`config.mk`:
```
export PLATFORM = sky130hd
export DESIGN_NAME = circuit_2
export DESIGN_NICKNAME = d
export VERILOG_FILES = /design/src/rtl/circuit_2.sv
export SDC_FILE = /design/constraint.sdc
export NUM_CORES = 1
export LEC_CHECK = 0
export CAP_MARGIN = 40
export CORE_AREA = 2 2 45 47
export DETAILED_ROUTE_END_ITERATION = 10
export DIE_AREA = 0 0 47 49
export DONT_BUFFER_PORTS = 1
export SYNTH_ARGS = -nofsm -noshare
export SYNTH_HDL_FRONTEND = slang
export SYNTH_SLANG_ARGS = --single-unit
```
`constraint.sdc`:
```
create_clock -name clk -period 1 [get_ports clk]
set_input_delay 0.1 -clock clk [delete_from_list [all_inputs] [get_ports clk]]
set_output_delay 0.1 -clock clk [all_outputs]
set_load 0.01 [all_outputs]
```
`src/rtl/circuit_2.sv`:
```
// Clocked 3-input programmable Boolean cell: y = tt[{a,b,c}], plus a registered copy.
// Optional macro CIRCUIT_2_STATS_EN builds a saturating counter of cycles with y_q=1.
module circuit_2 #(
  parameter logic [7:0] TT_INIT = 8'hE8
) (
  input  logic        clk,
  input  logic        rst,
  input  logic        a,
  input  logic        b,
  input  logic        c,
  input  logic        tt_we,
  input  logic [7:0]  tt_wdata,
  output logic        y,
  output logic        y_q,
  output logic [7:0]  tt,
  output logic [15:0] ones_cnt
);

  logic [7:0] tt_q, tt_d;
  logic       yReg_q, yReg_d;
  logic [2:0] tableIdx;

  assign tableIdx = {a, b, c};

  // y always reads the table as registered before the edge, so a same-cycle write is invisible
  always_comb begin
    y      = tt_q[tableIdx];
    tt_d   = tt_q;
    yReg_d = y;
    if (tt_we) begin
      tt_d = tt_wdata;
    end
  end

  always_ff @(posedge clk) begin
    if (rst) begin
      tt_q   <= TT_INIT;
      yReg_q <= 1'b0;
    end else begin
      tt_q   <= tt_d;
      yReg_q <= yReg_d;
    end
  end

  assign tt  = tt_q;
  assign y_q = yReg_q;

`ifdef CIRCUIT_2_STATS_EN
  logic [15:0] onesCnt_q, onesCnt_d;

  // Counts on the pre-edge y_q and holds at all-ones instead of wrapping
  always_comb begin
    onesCnt_d = onesCnt_q;
    if (yReg_q && (onesCnt_q != 16'hFFFF)) begin
      onesCnt_d = onesCnt_q + 16'd1;
    end
  end

  always_ff @(posedge clk) begin
    if (rst) begin
      onesCnt_q <= 16'h0000;
    end else begin
      onesCnt_q <= onesCnt_d;
    end
  end

  assign ones_cnt = onesCnt_q;
`else
  assign ones_cnt = 16'h0000;
`endif

endmodule

```
Word level (Yosys, flattened, before mapping):

Index checks and enable logic that the tools add are counted.
Widths: inputs -> output; s select.

* register bits after elaboration: 9
* input port bits: 14
* logic and storage cells: 5

* order comparisons: 1
* mux-type cells: 2

Operators by type and width (count)
* $lt 3x4->1 const B: 1
* $bmux 1 s3: 1
* $mux 1: 1

Longest topological paths before layout:

* depth in word-level cells: 2
* mapped depth: 4
* depth with buffers taken out: 3

Worst setup path after synthesis:

OpenSTA, ideal clock, no wires.

* path kind: register -> output
* start: register tt_q[7] (netlist: tt[7])
* end: output port y
* arrival: 1.032 ns
* data required time: 0.900 ns
* setup slack: -0.132 ns
* cell stages (with the launch flop): 4
* path buffers: 0
* cell sequence: dfxtp_1 > mux2i_1 > mux4_2 > inv_1

* word-level cells in the longest chain between the ends: 2

Ends and longest elaborated chain
* from (decl): RTL line 19 `logic [7:0] tt_q, tt_d;`
* from (signal assigned): RTL line 40 `tt_q <= tt_d;`
* $bmux 1 s3: RTL line 27 `y = tt_q[tableIdx];`
* $mux 1 (not written as such): RTL line 27
* to (decl): RTL line 13 `output logic y,`

No other way between the ends. The select of a mux whose other input is x is not followed.

Worst setup path after layout:

Same ends and word-level chain as after synthesis.

==> summary.md <==
| Metric | Value |
|---|---|
| Final worst path period share | `132%` |
| Sink Count | `9` |
| Drt first pass iters | `1` |
| Crit-path max cell delay | `~0.5 ns` |
| Final design utilization | `between 30% and 40%` |
| I/O Buffers | `0` |
| H-tree depth | `1` |
| Synth-to-layout area growth | `34.2%` |
| Fill cells | `a little over 200` |
| Hold crit path type | `primary input to register` |
| Instance count on the critical path | `3` |
| Setup crit end | `y` |
| Worst-skew pair later-pin latency | `roughly 0.26 ns` |
| Synthesized instance count | `52` |
| Die Span X | `approximately 47 µm` |
| Slowest stage cell, crit path | `mux4_2` |
| First-pass GRT wire length | `approximately 1600 µm` |
| RSZ-0062 raised after global routing | `true` |
| CP bufs+invs | `1` |
| Path depth of the worst reg2reg path | `4` |
| Share of post-route cells with drive strength above 1 | `34.2%` |
| Initial Util | `~28%` |
| Synth area leaders | `dfxtp_1 35%, buf_4 23%, mux2i_1 16%` |
| DR iter-0 viols | `0` |
| Largest area contributor in the netlist | `dfxtp_1` |
| Tmin final | `around 1.3 ns` |
| Crit Reg-Reg Startpoint | `tt[7]` |
| Worst-path clk slew | `0.06 ns` |
| All-Layer GR Usage | `10.7%` |
| Fmax | `~760 MHz` |
| Fin. max-slew vios | `0` |
| Flops & latches, synth | `9` |
| Clock Tree Root | `clkbuf_4` |
| Core ar. | `1840 µm²` |
| Yosys warns | `0` |
| Total CTS buffers | `3` |
| Failing checks | `negative setup slack` |
| Final hold vios | `0` |
| Synth Area per Inst | `a little under 10 µm²` |
| # setup viols final | `4` |
| Worst r2r dst | `y_q` |
| FF-to-FF setup slack | `-0.13 ns` |
| Critical Path Start Type | `register` |
| Maximum VDD drop | `slightly above 0.0007 V` |
| Synth top area share | `35.2%` |
| Clk buf depth | `2` |
| P_leak | `0.000336 µW` |
| Final ANT Viol Nets | `0` |
| Initial antenna violation count | `0` |
| CP top delay family | `multiplexers` |
| Dpl hpwl | `roughly 780 µm` |
| Largest net degree at the start of global routing | `10` |
| Via Count | `between 300 and 400` |
| Arr. time, crit path | `roughly 1.2 ns` |
| Register area share after synthesis | `between 30% and 40%` |
| Drt wl/cell | `10.6 µm` |
| Total grt overflow | `0` |
| Post-synth cell types | `13` |
| Final WL | `between 1000 and 1500 µm` |
| WHS | `~0.044 ns` |
| MaxCap Viol Count | `0` |
| Clock Skews | `a little under 0.007 ns` |
| Final total power | `~900 µW` |
| # diodes | `0` |
| CP cell instances | `mux2i_1 -> mux4_2 -> inv_2` |
| TritonCTS clock tree | `done` |
| Die height | `between 40 and 50 µm` |
| Vias per cell | `3.86` |
| Setup WS post-layout | `-0.320 ns` |
| Vias in the first global route | `370` |
| Mapped cell area | `about 510 µm²` |
| Setup crit end kind | `output pin` |
| Die footprint | `~2300 µm²` |
| CP startpoint | `tt[7]` |
| I/O pin count | `40` |
| Gpl congestion | `between 0.6 and 0.7` |
| Power per standard cell area | `1290 nW/µm²` |
| Critical path class | `register to output pin` |
| Layout Nets | `around 90` |
| Critical Path RT | `0.90 ns` |
| Run status | `complete, but fails checks` |
| CP max FO | `2` |
| DRC Markers | `0` |
| Row cnt | `16` |
layer usage:
metal  global-route usage, %  vias to the layer above  part of all wire (%)
met5                       0                        -                     0
met4                    5.56                        0                   2.1
met3                    11.1                        5                    17
met2                    13.7                       30                    45
met1                    10.9                      170                    35
li1                        -                      181                     -
final cells by class:
| type | instances | area (µm²) | area share (%) |
|---|---|---|---|
| multi-input cells | 38 | 244 | 35.5 |
| inverters | 1 | 3.75 | 0.546 |
| flip-flops and latches | 9 | 190 | 27.7 |
| well taps | 27 | 33.8 | 4.92 |
| clock buffers | 4 | 26.3 | 3.83 |
| repair buffers | 21 | 189 | 27.5 |
registers in the layout (all words and copies together), names as in the netlist:
name / count
y_q: 1
tt: 8
Yosys cell counts (all sizes together):
cell and n:
mux4 1, clkbuf 1, inv 1, conb 1, mux2i 8, dfxtp 9, nor2b 4, buf 18
nor2 5, a211o 4
worst min path at each step:
stage | start | to | slack [ns] | cells after the start
3_3_place_gp | rst | tt[2] | 0.17 | 1
2_1_floorplan | tt_wdata[7] | tt[7] | 0.22 | 1
5_1_grt | tt_we | tt[5] | 0.05 | 2
3_5_place_dp | rst | tt[0] | 0.17 | 1
6_report | tt_we | tt[3] | 0.04 | 2
4_1_cts | tt_we | tt[3] | 0.04 | 2
through the flow:
stage               cell area [µm²]  cells  TNS (ns)  setup WS (ns)
finish                          687    100    -0.480         -0.320
global route                    687    100    -0.661         -0.386
CTS                             666     98    -0.665         -0.337
detailed placement              532     83   -0.0785        -0.0585
global placement                532     83   -0.0756        -0.0599
floorplan                       578     67    -0.106        -0.0738
power breakdown:
part	internal [µW]	switching [µW]	leakage [µW]
Combinational	107	93.5	0.000246
Clock	154	128	0.0000150
Sequential	388	13.0	0.0000751
what timing repair did:
action                     in CTS  in global routing
pin swaps                       0                  0
setup endpoints to repair       2                  7
hold endpoints to repair        9                  0
hold buffers                   10                  0
resized for setup               0                  2
buffers inserted                1                  2
layout by cell type (no fill, tap or decap), drive strengths merged:
cell type     Yosys  routed
a211o             4       4
buf              18      11
clkbuf            1       4
conb              1      16
dfxtp             9       9
dlygate4sd3       0       9
dlymetal6s4s      0       1
inv               1       1
mux2i             8       8
mux4              1       1
nor2              5       5
nor2b             4       4
cells by family (layout without fill, tap and decap cells):
logic type             after synthesis  count (layout)  synth area share, %
other                                1              16                0.733
AND/OR/NAND/NOR                      9               9                 9.05
buffers and inverters               20              26                 28.1
AO/OA/AOI/OAI                        4               4                 6.85
multiplexers                         9               9                 20.0
flip-flops                           9               9                 35.2
No activity file was read; power rests on OpenSTA's default activity.
